<file path="src/rtl/bin_to_bcd_pkg.sv">
// bin_to_bcd_pkg: shared types and constants for the
// sequential binary-to-BCD converter.
package bin_to_bcd_pkg;

  typedef enum logic [1:0] {
    IDLE,
    SHIFT,
    LOAD
  } state_t;

  localparam int          BCD_DIGITS = 7;
  localparam int          BCD_BITS   = 4 * BCD_DIGITS;
  localparam logic [3:0]  BCD_BLANK  = 4'hF;
  localparam logic [3:0]  BCD_NINE   = 4'd9;
  localparam logic [23:0] BCD_MAX    = 24'd9_999_999;

  // Replace leading zero digits (from the top down) with
  // the display blank code; the units digit always shows.
  function automatic logic [BCD_BITS-1:0] bcd_blank_lead(
    input logic [BCD_BITS-1:0] v
  );
    logic [BCD_BITS-1:0] r;
    logic                lead;
    r    = v;
    lead = 1'b1;
    for (int i = BCD_DIGITS - 1; i >= 1; i--) begin
      if (lead && (v[i*4 +: 4] == 4'd0)) begin
        r[i*4 +: 4] = BCD_BLANK;
      end else begin
        lead = 1'b0;
      end
    end
    return r;
  endfunction

endpackage

</file>
<file path="src/rtl/bin_to_bcd_adj.sv">
// bcd_digit_adj: shift-and-add-3 digit correction.
// Ports: d (BCD digit), q (d + 3 when d >= 5, else d).
import bin_to_bcd_pkg::*;

module bcd_digit_adj (
  input  logic [3:0] d,
  output logic [3:0] q
);

  assign q = (d >= 4'd5) ? (d + 4'd3) : d;

endmodule

</file>
<file path="src/rtl/bin_to_bcd.sv">
// bin_to_bcd: serial binary-to-BCD, one bit per clock.
// Ports: clock, reset (async high), start, bin -> busy,
//   done pulse, ovf, mod0..mod6 (mod0 = units).
// Option: BIN_TO_BCD_BLANK_EN blanks leading zero digits.
import bin_to_bcd_pkg::*;

module bin_to_bcd #(
  parameter int WIDTH = 24
) (
  input  logic             clock,
  input  logic             reset,
  input  logic             start,
  input  logic [WIDTH-1:0] bin,
  output logic             busy,
  output logic             done,
  output logic             ovf,
  output logic [3:0]       mod0,
  output logic [3:0]       mod1,
  output logic [3:0]       mod2,
  output logic [3:0]       mod3,
  output logic [3:0]       mod4,
  output logic [3:0]       mod5,
  output logic [3:0]       mod6
);

  localparam int CW = $clog2(WIDTH + 1);
  localparam logic [CW-1:0] CNT_INIT = CW'(WIDTH);
  localparam logic [CW-1:0] CNT_ONE  = CW'(1);

  state_t state;
  state_t state_n;

  logic [WIDTH-1:0]    bin_reg;
  logic [BCD_BITS-1:0] acc;
  logic [BCD_BITS-1:0] acc_adj;
  logic [CW-1:0]       cnt;
  logic                ovf_pend;
  logic [BCD_BITS-1:0] mods;

  logic                accept;
  logic                shift_en;
  logic                load_en;
  logic [BCD_BITS-1:0] result;
  logic [24:0]         bin_ext;

  // Extra bit keeps the compare legal for any WIDTH;
  // narrower inputs can never exceed BCD_MAX.
  assign bin_ext = 25'(bin);

  // Per-digit add-3 correction ahead of each shift.
  for (genvar g = 0; g < BCD_DIGITS; g++) begin : g_adj
    bcd_digit_adj u_adj (
      .d (acc[g*4 +: 4]),
      .q (acc_adj[g*4 +: 4])
    );
  end

  // State register
  always_ff @(posedge clock or posedge reset) begin
    if (reset) begin
      state <= IDLE;
    end else begin
      state <= state_n;
    end
  end

  // Next-state logic
  always_comb begin
    state_n = state;
    unique case (state)
      IDLE:    if (start) state_n = SHIFT;
      SHIFT:   if (cnt == CNT_ONE) state_n = LOAD;
      LOAD:    state_n = IDLE;
      default: state_n = IDLE;
    endcase
  end

  // Output / control decode
  always_comb begin
    busy     = 1'b0;
    accept   = 1'b0;
    shift_en = 1'b0;
    load_en  = 1'b0;
    unique case (state)
      IDLE: begin
        accept = start;
      end
      SHIFT: begin
        busy     = 1'b1;
        shift_en = 1'b1;
      end
      LOAD: begin
        busy    = 1'b1;
        load_en = 1'b1;
      end
      default: begin
        busy = 1'b0;
      end
    endcase
  end

  // Saturation wins over blanking.
  always_comb begin
    if (ovf_pend) begin
      result = {BCD_DIGITS{BCD_NINE}};
    end else begin
`ifdef BIN_TO_BCD_BLANK_EN
      result = bcd_blank_lead(acc);
`else
      result = acc;
`endif
    end
  end

  // Conversion datapath
  always_ff @(posedge clock or posedge reset) begin
    if (reset) begin
      bin_reg  <= '0;
      acc      <= '0;
      cnt      <= '0;
      ovf_pend <= 1'b0;
    end else if (accept) begin
      bin_reg  <= bin;
      acc      <= '0;
      cnt      <= CNT_INIT;
      ovf_pend <= (bin_ext > {1'b0, BCD_MAX});
    end else if (shift_en) begin
      // Top carry of acc_adj only occurs on overflow,
      // where the saturated result replaces it anyway.
      acc     <= {acc_adj[BCD_BITS-2:0], bin_reg[WIDTH-1]};
      bin_reg <= bin_reg << 1;
      cnt     <= cnt - CNT_ONE;
    end
  end

  // Registered outputs; change only at LOAD or reset.
  always_ff @(posedge clock or posedge reset) begin
    if (reset) begin
      mods <= {BCD_DIGITS{BCD_BLANK}};
      ovf  <= 1'b0;
      done <= 1'b0;
    end else begin
      done <= load_en;
      if (load_en) begin
        mods <= result;
        ovf  <= ovf_pend;
      end
    end
  end

  assign mod0 = mods[3:0];
  assign mod1 = mods[7:4];
  assign mod2 = mods[11:8];
  assign mod3 = mods[15:12];
  assign mod4 = mods[19:16];
  assign mod5 = mods[23:20];
  assign mod6 = mods[27:24];

endmodule
</file>
<file path="config.mk">
export PLATFORM = sky130hd
export DESIGN_NAME = bin_to_bcd
export DESIGN_NICKNAME = d
export VERILOG_FILES = /design/src/rtl/bin_to_bcd_pkg.sv /design/src/rtl/bin_to_bcd_adj.sv /design/src/rtl/bin_to_bcd.sv
export SDC_FILE = /design/constraint.sdc
export NUM_CORES = 1
export LEC_CHECK = 0
export CORE_UTILIZATION = 56
export DETAILED_ROUTE_END_ITERATION = 10
export GPL_TIMING_DRIVEN = 0
export PLACE_DENSITY = 0.8
export SLEW_MARGIN = 20
export SYNTH_ARGS = -nofsm -noshare
export SYNTH_HDL_FRONTEND = slang
export SYNTH_HIERARCHICAL = 1
export SYNTH_SLANG_ARGS = --single-unit
</file>
<file path="constraint.sdc">
create_clock -name clock -period 3.4 [get_ports clock]
set_clock_uncertainty 0.2 [all_clocks]
set_input_delay 0.68 -clock clock [delete_from_list [all_inputs] [get_ports clock]]
set_output_delay 0.68 -clock clock [all_outputs]
set_load 0.01 [all_outputs]
</file>
==> metrics.md, run 1 <==
| Metric | Value |
|---|---|
| Number of failing hold endpoints at the final stage | 0 |
| Clk_lat worst skew | about 0.35 ns |
| Worst slew pin tran | 0.545 ns |
| Period minus WS final | between 2 and 3 ns |
| Final worst slack | slightly below 0.9 ns |
| I/O pins | 58 |
| Vias/cell | 5.45 |
| Diode count | 0 |
| Hold-fix buffers, CTS | 0 |
| Die area | 8580 sq um |
| Vias in the first global route | roughly 3,400 |
| Dpl hpwl | approximately 6500 um |
| CP endpoint kind | output pin |
| CP required | 2.52 ns |
| Syn avg cell area | roughly 10 sq um |
| Initial antenna violation count | 0 |
| Cell Area, Synth | ~4600 sq um |
| Initial core utilization | between 50% and 60% |
| Syn-to-layout area delta | 19.8% |
| Worst Setup Path Type | flop to output pin |
| Worst vdd ir | 0.390 mV |
| TritonRoute pass-1 iters | 6 |
| Synth warnings | 6 |
| Largest net degree at the start of global routing | 57 |
| Total GRT Usage | between 20% and 30% |
| Die width | between 90 and 100 um |
| Wire per inst | roughly 14 um |
| Post-CTS Setup Bufs | 0 |
| # nets final | roughly 570 |
| Reg area | ~2300 sq um |
| DRC violations left | 0 |
| PwrDens | between 600 and 700 nW/um^2 |
| Max Cap Violations | 0 |
| Total wire length | 9000 um |
| CTS resizes | 0 |
| CP arrival | about 1.7 ns |
| Via count | 3,455 |
| Post-synthesis instance total | 458 |
| Post-Place Setup Slack | 0.779 ns |
| Root Driver | clkbuf_8 |
| Area of the core | 7850 sq um |
| Layout cell share with drive strength beyond 1 | a little under an eighth |
| Leakage Power | about 0.0024 uW |
| Max_slew headroom | a little under two thirds |
| Syn_nets | approximately 510 |
| Final period utilization | 74.3% |
| Gr ovfl total | 0 |
| Placed Area | ~5300 sq um |
| Status | complete, no violations |
| Row cnt | 32 |
| Number of fillers in the final layout | between 600 and 700 |
| Total CTS buffers | 9 |
| Final ANT Viol Nets | 0 |
| Gpl congestion | between 0.7 and 0.8 |
| Min-delay worst type | flop to flop |
| Crit-path max FO | 4 |
| CTS tree | built |
| First-pass GRT wire length | 15,700 um |
| Area of the multi-input gates | about 2100 sq um |
| Clock Sinks | 90 |
| Final non-filler cell area | between 5000 and 6000 sq um |
| RSZ-0062 raised after global routing | false |
| Max Slew Vio Count | 0 |
| Initial drt markers | about 150 |
| Die H | between 90 and 100 um |
| CTS Buffer Depth | 2 |
| Final setup violation count | 0 |
| Startpoint Class | flop |
| Htree depth | 3 |
| Clk slew on worst S/H paths | ~0.08 ns |
| Port Buffer Count | 57 |
| Max Fclk | just under 400 MHz |
final cells by class:
| cell class | instances | area share (%) |
|---|---|---|
| buffer | 21 | 1.77 |
| clock buffer | 15 | 3.20 |
| clock inverter | 1 | 0.136 |
| inverter | 34 | 2.36 |
| multi-input combinational | 313 | 37.9 |
| sequential | 90 | 41.5 |
| tap | 102 | 2.32 |
| timing repair buffer | 58 | 10.9 |
report_power, final:
| group | internal, uW | switching, uW |
|---|---|---|
| logic | 672 | 690 |
| clock network | 328 | 358 |
| registers | 1400 | 217 |
| total | 2390 | 1270 |
metrics by stage:
stage | TNS [ns] | util (%) | std cells | hold slack, ns | power (uW)
after floorplan | 0 | - | 458 | 0.240 | 2580
after global placement | -77.03 | 67.5 | 617 | 0.258 | 2930
after detailed placement | 0 | 67.9 | 618 | 0.264 | 3000
after CTS | 0 | 70.2 | 634 | 0.279 | 3690
after global routing | 0 | 70.2 | 634 | 0.296 | 3930
final | 0 | 70.2 | 634 | 0.280 | 3660
per-layer routing:
layer | vias to the layer above | part of all wire (%) | track usage (%)
met2 | 57 | 49 | 40.8
li1 | 1671 | - | -
met3 | 13 | 2.9 | 3.86
met4 | 0 | 1.5 | 7.56
met5 | - | 0 | 0
met1 | 1714 | 47 | 30.4
worst paths after layout:
path,to,cells after the start,startpoint,slack (ns)
max,busy,3,state[0],0.87
max reg2reg,acc[8],7,state[1],1.31
min in group asynchronous,acc[2],2,reset,0.49
min reg2reg,mods[9],2,mods[9],0.28
min,mods[9],2,mods[9],0.28
max in group asynchronous,mods[16],3,reset,1.82
cells in the final DEF, fill, tap and decap left out, drive strengths merged:
| cell type | count |
|---|---|
| clkinvlp | 1 |
| ha | 20 |
| nor4 | 1 |
| dfrtp | 62 |
| nor3 | 3 |
| a31o | 1 |
| o22ai | 1 |
| or4b | 1 |
| clkdlybuf4s50 | 57 |
| and2 | 1 |
| mux2 | 2 |
| o21ai | 51 |
| o22a | 14 |
| clkbuf | 27 |
| inv | 34 |
| nand4b | 1 |
| nand3b | 1 |
| o21a | 1 |
| nor2 | 39 |
| nand4 | 1 |
| mux2i | 58 |
| a21oi | 9 |
| nor2b | 2 |
| buf | 10 |
| a211oi | 1 |
| a31oi | 1 |
| or4 | 1 |
| xnor2 | 10 |
| o311ai | 1 |
| nand2 | 71 |
| xor2 | 1 |
| o31ai | 1 |
| nand3 | 2 |
| dfstp | 28 |
| nand2b | 15 |
| nor4b | 1 |
| or3b | 1 |
critical path: stages, from the launching register on:
cell and delay [ns]:
dfrtp_1 0.35, inv_1 0.09, ha_1 0.32, clkdlybuf4s50_1 0.54
Power figures use the tool's default switching activity.
==> run 2: changes to the inputs <==
- clock period: 3.4 -> 2.6 ns (I/O delays scaled with it)
==> metrics.md, run 2 (synthesis gave the netlist of run 1 again) <==
| Metric | Value |
|---|---|
| Htree depth | 3 |
| Area of the multi-input gates | approximately 2100 sq um |
| Startpoint Class | flop |
| Clk slew on worst S/H paths | about 0.08 ns |
| Initial core utilization | 58.6% |
| Dpl cells | 620 |
| Wire per inst | approximately 14 um |
| Final setup violation count | 0 |
| Initial drt markers | 161 |
| Max Fclk | 425 MHz |
| FF-to-FF Start | state[1] |
| Number of fillers in the final layout | ~600 |
| PwrDens | approximately 900 nW/um^2 |
| CTS tree | built |
| Most frequent cells in the layout | nand2_1 (71), dfrtp_1 (62), mux2i_1 (58) |
| CTS Buffer Depth | 2 |
| CP required | roughly 1.9 ns |
| Non-filler cells, final | 636 |
| Crit-path max FO | 4 |
| Row cnt | 32 |
| Final period utilization | 90.4% |
| Die width | roughly 93 um |
| Syn-to-layout area delta | 22.1% |
| CTS resizes | 0 |
| Gpl congestion | a little under 0.8 |
| Commonest non-fill, non-tap cell in the layout | nand2_1 |
| Initial antenna violation count | 0 |
| Dpl hpwl | 6580 um |
| First-pass GRT wire length | about 16,000 um |
| Diode count | 0 |
| Max Cap Violations | 0 |
| Reg area | 2290 sq um |
| Total wire length | 9110 um |
| Worst Setup Path Type | flop to output pin |
| Number of failing hold endpoints at the final stage | 0 |
| CP arrival | about 1.6 ns |
| Total GRT Usage | 23.2% |
| Die H | 92.6 um |
| Max_slew headroom | roughly three fifths |
| R2R depth | 7 |
| Area of the core | between 7000 and 8000 sq um |
| Period minus WS final | 2.35 ns |
| CP endpoint kind | output pin |
| RSZ-0062 raised after global routing | false |
| # nets final | 576 |
| DRC violations left | 0 |
| Worst R2R Setup Slack | 0.48 ns |
| Root Driver | clkbuf_8 |
| Post-CTS Setup Bufs | 0 |
| Clock Sinks | 90 |
| Final non-filler cell area | ~5600 sq um |
| Port Buffer Count | 57 |
| TritonRoute pass-1 iters | 4 |
| Reg-to-reg endpoint | acc[12] |
| Final ANT Viol Nets | 0 |
| Placed Area | 5360 sq um |
| Worst vdd ir | about 0.58 mV |
| Leakage Power | approximately 0.0025 uW |
| Vias/cell | between 5 and 6 |
| Via count | ~3,400 |
| Clk_lat worst skew | around 0.35 ns |
| Die area | ~8600 sq um |
| Layout cell share with drive strength beyond 1 | roughly an eighth |
| Total CTS buffers | 9 |
| Max Slew Vio Count | 0 |
| Hold-fix buffers, CTS | 0 |
| I/O pins | between 50 and 60 |
| Largest net degree at the start of global routing | 34 |
| Worst slew pin tran | 0.581 ns |
| Min-delay worst type | input port to async pin |
| Vias in the first global route | between 3,000 and 4,000 |
| Gr ovfl total | 0 |
| Status | complete, no violations |
run 2: power breakdown:
group / internal [uW] / total (uW) / switching [uW] / leakage, uW
Combinational: 884 / 1800 / 918 / 0.00126
Clock: 692 / 1170 / 477 / 0.000123
Sequential: 1820 / 2100 / 276 / 0.00110
Total: 3400 / 5070 / 1670 / 0.00247
run 2: stage by stage:
step	setup TNS (ns)	util (%)	power (uW)	hold WS, ns	worst slack (ns)
after detailed placement	0	68.3	3930	0.263	0.152
after CTS	0	71.5	5100	0.261	0.241
after global routing	0	71.5	5400	0.278	0.161
after global placement	-5.75	67.6	3840	0.259	-0.0974
final	0	71.5	5070	0.262	0.249
after floorplan	0	-	3380	0.240	0.810
run 2: critical path, stage by stage, from the launching register on:
cell and delay, ns:
dfrtp_1 0.36, inv_1 0.09, ha_1 0.31, clkdlybuf4s50_1 0.53
run 2: how the worst max path moves through the flow:
| stage | from | to | slack [ns] | cells after the start |
|---|---|---|---|---|
| floorplan | state[1] | acc[10] | 0.81 | 7 |
| global placement | reset | acc[2] | -0.1 | 2 |
| detailed placement | start | acc[12] | 0.15 | 6 |
| CTS | state[0] | busy | 0.24 | 3 |
| global route | state[0] | busy | 0.16 | 3 |
| finish | state[0] | busy | 0.25 | 3 |
run 2: area by class of cell:
| class | instances | share of cell area (%) |
|---|---|---|
| well taps | 102 | 2.27 |
| inverters | 34 | 2.34 |
| flip-flops and latches | 90 | 40.7 |
| multi-input cells | 313 | 37.2 |
| plain buffers | 21 | 1.74 |
| clock buffers | 12 | 2.76 |
| clock inverters | 4 | 1.74 |
| repair buffers | 60 | 11.2 |
run 2: routing by layer:
metal  global-route usage [%]  routed length, um
met1                     30.8               4230
met5                        0                  0
met2                     39.4               4460
met4                     7.31                122
met3                     3.12                303
